==> src/rtl/opb_status_bank_pkg.sv <==
// Shared constants and types for the OPB status register bank.
//  - CTRL bit positions and the word offsets of CTRL/SNAPCNT relative to C_NUM_CH
//  - maximum channel count, OPB bus width, captured-request payload
package opb_status_bank_pkg;

    localparam int unsigned MAX_CH     = 16;
    localparam int unsigned OPB_WIDTH  = 32;
    localparam int unsigned BE_WIDTH   = OPB_WIDTH / 8;
    localparam int unsigned IDX_W      = OPB_WIDTH - 2;

    localparam int unsigned CTRL_SNAP_BIT   = 0;
    localparam int unsigned CTRL_FREEZE_BIT = 1;
    localparam int unsigned CTRL_CLRALL_BIT = 2;

    // Word index offsets added to C_NUM_CH
    localparam int unsigned CTRL_OFS    = 0;
    localparam int unsigned SNAPCNT_OFS = 1;

    typedef enum logic {
        ST_IDLE = 1'b0,
        ST_ACK  = 1'b1
    } ack_state_e;

    // Transfer captured at the hit cycle, consumed in the ack cycle
    typedef struct packed {
        logic                 rnw;
        logic [IDX_W-1:0]     idx;
        logic [OPB_WIDTH-1:0] wdata;
        logic [OPB_WIDTH-1:0] wmask;
    } opb_req_t;

endpackage

==> src/rtl/opb_status_bank_if.sv <==
// OPB slave-side bus bundle (big-endian bit numbering as on the OPB).
//  master: drives OPB_* request signals, receives Sl_* responses
//  slave : receives OPB_* request signals, drives Sl_* responses
interface opb_status_bank_if #(
    parameter int unsigned AW = 32,
    parameter int unsigned DW = 32
) ();

    logic [0:AW-1]   OPB_ABus;
    logic [0:DW/8-1] OPB_BE;
    logic [0:DW-1]   OPB_DBus;
    logic            OPB_RNW;
    logic            OPB_select;
    logic            OPB_seqAddr;
    logic [0:DW-1]   Sl_DBus;
    logic            Sl_errAck;
    logic            Sl_retry;
    logic            Sl_toutSup;
    logic            Sl_xferAck;

    modport master (
        output OPB_ABus, OPB_BE, OPB_DBus, OPB_RNW, OPB_select, OPB_seqAddr,
        input  Sl_DBus, Sl_errAck, Sl_retry, Sl_toutSup, Sl_xferAck
    );

    modport slave (
        input  OPB_ABus, OPB_BE, OPB_DBus, OPB_RNW, OPB_select, OPB_seqAddr,
        output Sl_DBus, Sl_errAck, Sl_retry, Sl_toutSup, Sl_xferAck
    );

endinterface

==> src/rtl/opb_status_chan.sv <==
// One status channel: live (registered input) or sticky (W1C) value plus snapshot copy.
//  clk, rst_n : clock, async active-low reset
//  din        : fabric status word
//  clr        : per-bit clear strobe (sticky mode only)
//  snap       : capture current value into the snapshot register
//  freeze     : select snapshot for read-back
//  rdata_c    : combinational read value
module opb_status_chan #(
    parameter int unsigned W      = 32,
    parameter bit          STICKY = 1'b0
) (
    input  logic         clk,
    input  logic         rst_n,
    input  logic [W-1:0] din,
    input  logic [W-1:0] clr,
    input  logic         snap,
    input  logic         freeze,
    output logic [W-1:0] rdata_c
);

    logic [W-1:0] q;
    logic [W-1:0] snap_q;

    // Snapshot takes the pre-update value; in sticky mode a same-cycle set beats a clear
    always_ff @(posedge clk or negedge rst_n) begin
        if (!rst_n) begin
            q      <= '0;
            snap_q <= '0;
        end else begin
            q <= STICKY ? ((q & ~clr) | din) : din;
            if (snap) snap_q <= q;
        end
    end

    assign rdata_c = freeze ? snap_q : q;

endmodule

==> src/rtl/opb_status_bank.sv <==
// Multi-channel status register bank on the OPB.
//  OPB_Clk, OPB_Rst_n : clock, async active-low reset
//  opb                : OPB slave bus (request in, response out)
//  user_data_in       : C_NUM_CH status words, channel i at [i*W +: W]
//  user_snap_in       : fabric snapshot strobe
//  snap_pulse_out     : one-cycle pulse after every snapshot
// Word map: 0..N-1 channels, N CTRL, N+1 SNAPCNT (RO), rest of range reads 0.
module opb_status_bank
    import opb_status_bank_pkg::*;
#(
    parameter logic [31:0]       C_BASEADDR    = 32'hFFFF_FFFF,
    parameter logic [31:0]       C_HIGHADDR    = 32'h0000_0000,
    parameter int unsigned       C_OPB_AWIDTH  = 32,
    parameter int unsigned       C_OPB_DWIDTH  = 32,
    parameter int unsigned       C_NUM_CH      = 4,
    parameter int unsigned       C_DATA_WIDTH  = 32,
    parameter logic [MAX_CH-1:0] C_STICKY_MASK = '0,
    parameter string             C_FAMILY      = "virtex5"
) (
    input  logic                             OPB_Clk,
    input  logic                             OPB_Rst_n,
    opb_status_bank_if.slave                 opb,
    input  logic [C_NUM_CH*C_DATA_WIDTH-1:0] user_data_in,
    input  logic                             user_snap_in,
    output logic                             snap_pulse_out
);

    if (C_OPB_AWIDTH != OPB_WIDTH || C_OPB_DWIDTH != OPB_WIDTH ||
        C_NUM_CH < 1 || C_NUM_CH > MAX_CH ||
        C_DATA_WIDTH < 1 || C_DATA_WIDTH > OPB_WIDTH || C_FAMILY == "") begin : g_bad_cfg
        $error("opb_status_bank: unsupported parameter set");
    end

    ack_state_e           state, state_nxt;
    opb_req_t             req_q, req_nxt;
    logic                 ack_nxt;
    logic [OPB_WIDTH-1:0] rdata_nxt;
    logic [OPB_WIDTH-1:0] addr, addr_ofs, wmask, wd_m, read_word_c;
    logic [BE_WIDTH-1:0]  be;
    logic [IDX_W-1:0]     idx_c;
    logic                 in_range, hit_c, wr_act, ctrl_wr, snap_c, clr_all;
    logic                 freeze;
    logic [OPB_WIDTH-1:0] snap_cnt;
    logic [C_DATA_WIDTH-1:0] ch_rd [C_NUM_CH];

    // Address decode; OPB bit 0 is the MSB, so plain vector copies give LSB-0 order
    assign addr     = opb.OPB_ABus;
    assign addr_ofs = addr - C_BASEADDR;
    assign in_range = (addr >= C_BASEADDR) && (addr <= C_HIGHADDR);
    assign idx_c    = addr_ofs[OPB_WIDTH-1:2];
    assign hit_c    = opb.OPB_select && in_range && !opb.Sl_xferAck;

    // BE[0] covers DBus[0:7], i.e. value bits 31:24
    assign be    = opb.OPB_BE;
    assign wmask = {{8{be[3]}}, {8{be[2]}}, {8{be[1]}}, {8{be[0]}}};

    assign opb.Sl_errAck  = 1'b0;
    assign opb.Sl_retry   = 1'b0;
    assign opb.Sl_toutSup = 1'b0;

    logic unused_ok;
    assign unused_ok = &{1'b0, opb.OPB_seqAddr, addr_ofs[1:0], wd_m};

    // Read mux, evaluated at the hit cycle
    always_comb begin
        read_word_c = '0;
        for (int unsigned i = 0; i < C_NUM_CH; i++) begin
            if (idx_c == IDX_W'(i)) read_word_c = OPB_WIDTH'(ch_rd[i]);
        end
        if (idx_c == IDX_W'(C_NUM_CH + CTRL_OFS)) read_word_c[CTRL_FREEZE_BIT] = freeze;
        if (idx_c == IDX_W'(C_NUM_CH + SNAPCNT_OFS)) read_word_c = snap_cnt;
    end

    // Ack FSM next state: capture request on hit, ack for exactly one cycle
    always_comb begin
        state_nxt = state;
        ack_nxt   = 1'b0;
        rdata_nxt = '0;
        req_nxt   = req_q;
        case (state)
            ST_IDLE: begin
                if (hit_c) begin
                    state_nxt     = ST_ACK;
                    ack_nxt       = 1'b1;
                    req_nxt.rnw   = opb.OPB_RNW;
                    req_nxt.idx   = idx_c;
                    req_nxt.wdata = opb.OPB_DBus;
                    req_nxt.wmask = wmask;
                    if (opb.OPB_RNW) rdata_nxt = read_word_c;
                end
            end
            ST_ACK:  state_nxt = ST_IDLE;
            default: state_nxt = ST_IDLE;
        endcase
    end

    // FSM state and registered bus outputs
    always_ff @(posedge OPB_Clk or negedge OPB_Rst_n) begin
        if (!OPB_Rst_n) begin
            state          <= ST_IDLE;
            req_q          <= '0;
            opb.Sl_xferAck <= 1'b0;
            opb.Sl_DBus    <= '0;
        end else begin
            state          <= state_nxt;
            req_q          <= req_nxt;
            opb.Sl_xferAck <= ack_nxt;
            opb.Sl_DBus    <= rdata_nxt;
        end
    end

    // Writes take effect at the end of the ack cycle
    assign wr_act  = (state == ST_ACK) && !req_q.rnw;
    assign ctrl_wr = wr_act && (req_q.idx == IDX_W'(C_NUM_CH + CTRL_OFS));
    assign wd_m    = req_q.wdata & req_q.wmask;
    assign snap_c  = (ctrl_wr && wd_m[CTRL_SNAP_BIT]) || user_snap_in;
    assign clr_all = ctrl_wr && wd_m[CTRL_CLRALL_BIT];

    // CTRL freeze bit, snapshot counter and pulse
    always_ff @(posedge OPB_Clk or negedge OPB_Rst_n) begin
        if (!OPB_Rst_n) begin
            freeze         <= 1'b0;
            snap_cnt       <= '0;
            snap_pulse_out <= 1'b0;
        end else begin
            if (ctrl_wr && req_q.wmask[CTRL_FREEZE_BIT]) freeze <= req_q.wdata[CTRL_FREEZE_BIT];
            if (snap_c) snap_cnt <= snap_cnt + OPB_WIDTH'(1);
            snap_pulse_out <= snap_c;
        end
    end

    for (genvar g = 0; g < C_NUM_CH; g++) begin : g_ch
        logic [C_DATA_WIDTH-1:0] clr_c;

        assign clr_c = clr_all ? '1 :
                       ((wr_act && req_q.idx == IDX_W'(g)) ? wd_m[C_DATA_WIDTH-1:0] : '0);

        opb_status_chan #(
            .W      (C_DATA_WIDTH),
            .STICKY (C_STICKY_MASK[g])
        ) u_chan (
            .clk     (OPB_Clk),
            .rst_n   (OPB_Rst_n),
            .din     (user_data_in[g*C_DATA_WIDTH +: C_DATA_WIDTH]),
            .clr     (clr_c),
            .snap    (snap_c),
            .freeze  (freeze),
            .rdata_c (ch_rd[g])
        );
    end

endmodule
==> src/flat_wrapper.sv <==
// flat-port wrapper written by rule: the top's interface ports become plain ports
module opb_status_bank_flat import opb_status_bank_pkg::*;
#(
    parameter logic [31:0]       C_BASEADDR    = 32'hFFFF_FFFF,
    parameter logic [31:0]       C_HIGHADDR    = 32'h0000_0000,
    parameter int unsigned       C_OPB_AWIDTH  = 32,
    parameter int unsigned       C_OPB_DWIDTH  = 32,
    parameter int unsigned       C_NUM_CH      = 4,
    parameter int unsigned       C_DATA_WIDTH  = 32,
    parameter logic [MAX_CH-1:0] C_STICKY_MASK = '0,
    parameter string             C_FAMILY      = "       "
)
  (OPB_Clk, OPB_Rst_n, user_data_in, user_snap_in, snap_pulse_out, opb_OPB_ABus, opb_OPB_BE, opb_OPB_DBus, opb_OPB_RNW, opb_OPB_select, opb_OPB_seqAddr, opb_Sl_DBus, opb_Sl_errAck, opb_Sl_retry, opb_Sl_toutSup, opb_Sl_xferAck);
  opb_status_bank_if opb_i ();
  input  logic OPB_Clk;
  input  logic OPB_Rst_n;
  input  logic [C_NUM_CH*C_DATA_WIDTH-1:0] user_data_in;
  input  logic user_snap_in;
  output logic snap_pulse_out;
  input wire logic [$bits(opb_i.OPB_ABus)-1:0] opb_OPB_ABus;
  input wire logic [$bits(opb_i.OPB_BE)-1:0] opb_OPB_BE;
  input wire logic [$bits(opb_i.OPB_DBus)-1:0] opb_OPB_DBus;
  input wire logic [$bits(opb_i.OPB_RNW)-1:0] opb_OPB_RNW;
  input wire logic [$bits(opb_i.OPB_select)-1:0] opb_OPB_select;
  input wire logic [$bits(opb_i.OPB_seqAddr)-1:0] opb_OPB_seqAddr;
  output wire logic [$bits(opb_i.Sl_DBus)-1:0] opb_Sl_DBus;
  output wire logic [$bits(opb_i.Sl_errAck)-1:0] opb_Sl_errAck;
  output wire logic [$bits(opb_i.Sl_retry)-1:0] opb_Sl_retry;
  output wire logic [$bits(opb_i.Sl_toutSup)-1:0] opb_Sl_toutSup;
  output wire logic [$bits(opb_i.Sl_xferAck)-1:0] opb_Sl_xferAck;
  assign opb_i.OPB_ABus = opb_OPB_ABus;
  assign opb_i.OPB_BE = opb_OPB_BE;
  assign opb_i.OPB_DBus = opb_OPB_DBus;
  assign opb_i.OPB_RNW = opb_OPB_RNW;
  assign opb_i.OPB_select = opb_OPB_select;
  assign opb_i.OPB_seqAddr = opb_OPB_seqAddr;
  assign opb_Sl_DBus = opb_i.Sl_DBus;
  assign opb_Sl_errAck = opb_i.Sl_errAck;
  assign opb_Sl_retry = opb_i.Sl_retry;
  assign opb_Sl_toutSup = opb_i.Sl_toutSup;
  assign opb_Sl_xferAck = opb_i.Sl_xferAck;
  opb_status_bank #(.C_BASEADDR(C_BASEADDR), .C_HIGHADDR(C_HIGHADDR), .C_OPB_AWIDTH(C_OPB_AWIDTH), .C_OPB_DWIDTH(C_OPB_DWIDTH), .C_NUM_CH(C_NUM_CH), .C_DATA_WIDTH(C_DATA_WIDTH), .C_STICKY_MASK(C_STICKY_MASK), .C_FAMILY(C_FAMILY)) u_core (.OPB_Clk(OPB_Clk), .OPB_Rst_n(OPB_Rst_n), .opb(opb_i), .user_data_in(user_data_in), .user_snap_in(user_snap_in), .snap_pulse_out(snap_pulse_out));
endmodule
==> config.mk <==
export PLATFORM = sky130hd
export DESIGN_NAME = opb_status_bank_flat
export DESIGN_NICKNAME = d
export VERILOG_FILES = /design/src/rtl/opb_status_bank_pkg.sv /design/src/rtl/opb_status_bank_if.sv /design/src/rtl/opb_status_chan.sv /design/src/rtl/opb_status_bank.sv /design/src/flat_wrapper.sv
export SDC_FILE = /design/constraint.sdc
export NUM_CORES = 1
export LEC_CHECK = 0
export ABC_AREA = 1
export CAP_MARGIN = 20
export CORE_MARGIN = 3
export CORE_UTILIZATION = 20
export DETAILED_ROUTE_END_ITERATION = 8
export PLACE_DENSITY = 0.66
export REMOVE_ABC_BUFFERS = 1
export SETUP_SLACK_MARGIN = 0.02
export SLEW_MARGIN = 15
export SYNTH_ARGS = -nofsm -noshare
export SYNTH_HDL_FRONTEND = slang
export SYNTH_SLANG_ARGS = --single-unit
==> constraint.sdc <==
create_clock -name OPB_Clk -period 1 [get_ports OPB_Clk]
set_input_delay 0.2 -clock OPB_Clk [delete_from_list [all_inputs] [get_ports OPB_Clk]]
set_output_delay 0.2 -clock OPB_Clk [all_outputs]
set_load 0.05 [all_outputs]
* Yosys cells after proc, flatten, opt, wreduce, memory -nomap -nowiden
Cells that the tools add are included.
** Cells by class
- Shift-type cells :: 0
- Div/mod/pow operators :: 0
- Multiplexer cells :: 16
- $mul :: 0
- Add/subtract/negate cells :: 2
- Bitwise logic cells :: 2
- Reduce and logical (&&, ||, !) cells :: 12
- Eq/ne operators :: 6
- $lt $le $gt $ge :: 2
** Operator list (count)
- 2-to-1 mux 32 bit :: 12
- equality test 30 x 3 -> 1 bit, second input constant :: 3
- equality test 30 x 2 -> 1 bit, second input constant :: 2
- adder 32 x 1 -> 32 bit, second input constant :: 1
- greater-or-equal comparator 32 bit, second input constant :: 1
- less-or-equal comparator 32 x 1 -> 1 bit, second input constant :: 1
- subtractor 32 bit, second input constant :: 1
- equality test 30 x 1 -> 1 bit, second input constant :: 1
- zero test 30 bit :: 1
- logical AND 1 bit :: 7
- 2-to-1 mux 1 bit :: 3
- zero test 1 bit :: 2
- case mux 1 bit (2 select lines) :: 1
- AND reduction 2 bit :: 1
- bitwise AND 1 bit :: 1
- logical OR 1 bit :: 1
- NOT 1 bit :: 1
** Word-level totals
- Memories :: 0
- ROM bits :: 0
- Input port bits :: 202
- Register bits :: 358
- Memory bits (writable) :: 0
- Output and inout bits :: 37
- Bits in latches :: 0

* Longest topological paths before layout
- Depth after elaboration :: 11
- Depth in mapped cells :: 9
- Mapped depth without buffers :: 8

* Worst setup path after synthesis
Ideal clock, no wire load.
- Path type :: reg2reg
- From :: register u_core.opb.Sl_xferAck (netlist name)
- To :: register u_core.snap_pulse_out
- Arrival :: 1.130 ns
- Slack :: -0.192 ns
- Setup time :: 0.062 ns
- Data required time :: 0.938 ns
- Period minus slack after synthesis :: 1.192 ns
- Cell stages (with the launch flop) :: 8
- Cells stage by stage :: dfrtp_1 -> nand2_1 -> nor2_1 -> nand2_1 -> nor2_2 -> nand3_2 -> nand2_2 -> buf_2
** RTL lines
- end signal, assigned :: line opb_status_bank.sv:128 : snap_pulse_out <= snap_c;
- end, declared :: line opb_status_bank.sv:25 : output logic snap_pulse_out

* Final worst setup path
- From :: register u_core.opb.Sl_xferAck
- To :: output port opb_Sl_xferAck
** RTL lines
- start, declared :: line opb_status_bank_if.sv:28 : output Sl_DBus, Sl_errAck, Sl_retry, Sl_toutSup, Sl_xferAck
- start signal, assigned :: line opb_status_bank.sv:107 : opb.Sl_xferAck <= ack_nxt;
- end, declared :: line flat_wrapper.sv:30 : output wire logic [$bits(opb_i.Sl_xferAck)-1:0] opb_Sl_xferAck;
No word-level cell between the ends.

==> metrics.txt <==
status=finished, violations left; violated checks=setup timing; latest clock arrival within the worst-skew pair=0.34 ns; main area contributors after synthesis=sky130_fd_sc_hd__dfrtp_1, sky130_fd_sc_hd__clkbuf_1, sky130_fd_sc_hd__nor2_1; critical path required time=0.80 ns; number of nets in the final layout=393; part of the power in the clock network=39.7%; maximum number of pins on one net before global-route repair=68; routed len/inst=9.19 µm; via count of the first global-routing pass=1079; Yosys top cell area share=84.6%; FF/Latch Area=1680 µm²; post-layout instance count excluding filler cells=325; min setup slack post-route=-0.204 ns; area of the multi-input gates=280 µm²; R2R cell count=7; die height=106 µm; P per Cell Area=1880 nW/µm²; switching portion of total power=26.7%; Post-Place Cells=307; wire length of the first global-routing pass=5160 µm; total wirelength of the detailed-routed design=2990 µm; GRT overflow=0; layout-stage area growth over the synthesis result=55.7%; summed area of non-filler cells in the final layout=3090 µm²; timing-limited maximum frequency=830 MHz; end of the worst register-to-register path=u_core.snap_pulse_out; final setup violating endpoints=35; type of the worst min-delay path=register to register; Core ar.=9420 µm²; critical-path maximum fanout=2; maximum clock insertion buffer count=2; maximum vdd drop=899 µV; Final GP Congestion=0.626; DR DRC count=0; All-Layer GR Usage=6.22%; die area=11100 µm²; critical path class=register to primary output; cell area after technology mapping=1980 µm²; Initial Utilization=21.0%; leakage power=1.51 nW; first drt pass iteration count=3; Clk pin slew, worst setup/hold paths=0.09 ns; CTS Root Cell=sky130_fd_sc_hd__clkbuf_8; sum of net half-perimeters after detailed placement=1950 µm; r2r setup slk=-0.03 ns; kind of start point of the critical path=register; CTS tree=built; number of placed I/O pins=239; Initial DRC Count=10; number of placement rows=35; NetSw=1.55 mW; clk_skew=0.0127 ns; post-DR vias/cell=2.88; wire length on met2=1510 µm; number of fill cells=919; die width=106 µm; number of different library cells in the post-synthesis netlist=12; final period demand of the worst path=1.20 ns; origin of the worst setup path=u_core.opb.Sl_xferAck; final number of hold-violating endpoints=0; detailed-route via count=937; final period utilization=120%; Synth Register Bits=67; antenna violations before repair=0; PortBufs=36; total CTS buffers=9; fin. max-slew vios=0; mean instance size in the synthesized netlist=14.0 µm²; Max-Cap Viols=0; Routed met1 length=1110 µm; antenna-violating nets left=0; topmost layer with routed signal wires=met4; sequential share of power=48.8%; P_int=4.26 mW; Seq/Total Area, Yosys=84.6%; share of post-route cells with drive strength above 1=31.6%; RSZ-0062 raised after global routing=yes; CTS H-tree lvls=3; biggest area consumer among synthesized cells=sky130_fd_sc_hd__dfrtp_1; Placed Instance Area=2850 µm²; clock sinks=67; Critical R2R Launch=u_core.req_q[67]; combinational group share of total power=11.5%; number of antenna cells inserted=0; DR WL met3=304 µm; Post-Synthesis Cells=142; worst path arrival time=1.00 ns; critical path capture point=opb_Sl_xferAck; Warnings, synthesis=0; critical path endpoint category=primary output
## synthesized netlist by cell type
master / count
sky130_fd_sc_hd__nand2_1: 11
sky130_fd_sc_hd__dfrtp_1: 67
sky130_fd_sc_hd__nor2_1: 19
sky130_fd_sc_hd__nor2_2: 1
sky130_fd_sc_hd__inv_2: 1
sky130_fd_sc_hd__inv_1: 3
sky130_fd_sc_hd__conb_1: 1
sky130_fd_sc_hd__nand2_2: 1
sky130_fd_sc_hd__buf_2: 1
sky130_fd_sc_hd__clkbuf_1: 33
sky130_fd_sc_hd__buf_4: 3
sky130_fd_sc_hd__nand3_2: 1
## cell families (layout without fill, tap and decap cells)
kind of cell / after synthesis / in the layout / share of synthesized area, %
DFF: 67 / 67 / 84.6
and+or+nand+nor: 33 / 33 / 6.82
other: 1 / 36 / 0.189
buffers and inverters: 41 / 60 / 8.40
## cells in the final DEF (no fill, tap or decap)
master / count
sky130_fd_sc_hd__inv_1: 3
sky130_fd_sc_hd__nand2_2: 2
sky130_fd_sc_hd__nor2_1: 16
sky130_fd_sc_hd__bufinv_16: 1
sky130_fd_sc_hd__inv_2: 1
sky130_fd_sc_hd__nand3_2: 1
sky130_fd_sc_hd__buf_2: 1
sky130_fd_sc_hd__dfrtp_1: 67
sky130_fd_sc_hd__clkbuf_8: 9
sky130_fd_sc_hd__nand2_1: 10
sky130_fd_sc_hd__clkinv_4: 2
sky130_fd_sc_hd__clkinvlp_4: 1
sky130_fd_sc_hd__buf_12: 35
sky130_fd_sc_hd__inv_8: 1
sky130_fd_sc_hd__inv_6: 2
sky130_fd_sc_hd__buf_6: 1
sky130_fd_sc_hd__nor2_2: 4
sky130_fd_sc_hd__conb_1: 36
sky130_fd_sc_hd__buf_4: 1
sky130_fd_sc_hd__dlygate4sd3_1: 1
sky130_fd_sc_hd__clkdlybuf4s50_1: 1
## stage by stage
stage	hold WS [ns]	total power [mW]	utilization (%)	setup slack (ns)	TNS [ns]
final	0.378	5.82	32.8	-0.204	-3.29
after detailed placement	0.249	3.56	30.2	0.0106	0
after global routing	0.384	6.09	32.8	-0.254	-4.88
after global placement	0.238	3.55	30.2	0.0170	0
after CTS	0.384	5.95	32.6	-0.237	-4.37
after floorplan	-0.0956	3.14	-	-0.112	-0.112
## cell type report
type | count | share of cell area (%)
sequential | 67 | 54.3
timing repair buffer | 40 | 24.1
multi-input combinational | 69 | 9.08
tap | 129 | 5.23
clock buffer | 9 | 4.01
clock inverter | 7 | 2.72
inverter | 4 | 0.487
## what timing repair did
item                                    in CTS  in global routing
hold buffers                                 1                  0
pin swaps                                    0                  3
buffers inserted                             0                  1
endpoints found under the setup margin      35                 35
gates resized for setup                      1                  4
endpoints found under the hold margin       67                  0
## flip-flops by register name (all words and copies together), names as in the netlist
name and flops:
u_core.req_q 33, u_core.opb.Sl_DBus 32, u_core.opb.Sl_xferAck 1, u_core.snap_pulse_out 1
## critical path, cell delays in order, from the launching register on
cell	delay, ns
sky130_fd_sc_hd__dfrtp_1	0.40
sky130_fd_sc_hd__buf_6	0.12
sky130_fd_sc_hd__buf_12	0.13
## worst min path at each step
stage / from / slack [ns] / endpoint / depth (start not counted)
global route: user_snap_in / 0.38 / u_core.snap_pulse_out / 3
floorplan: OPB_Rst_n / -0.1 / u_core.opb.Sl_DBus[0] / 0
detailed placement: OPB_Rst_n / 0.25 / u_core.opb.Sl_DBus[23] / 2
global placement: OPB_Rst_n / 0.24 / u_core.opb.Sl_DBus[23] / 2
CTS: user_snap_in / 0.38 / u_core.snap_pulse_out / 3
finish: u_core.req_q[91] / 0.38 / u_core.req_q[91] / 0
## routing by layer
metal	up-vias	global-route usage, %
met5	-	0
met1	440	6.36
met3	7	4.10
met2	37	9.38
li1	453	-
met4	0	3.89
## power by group through the flow
stage               clock network (mW)  logic [mW]  registers (mW)
floorplan                            0      0.0384            3.11
global placement                     0       0.665            2.89
detailed placement                   0       0.671            2.89
CTS                               2.44       0.675            2.84
global route                      2.55       0.703            2.84
finish                            2.31       0.670            2.84
No activity file was read; power rests on OpenSTA's default activity.
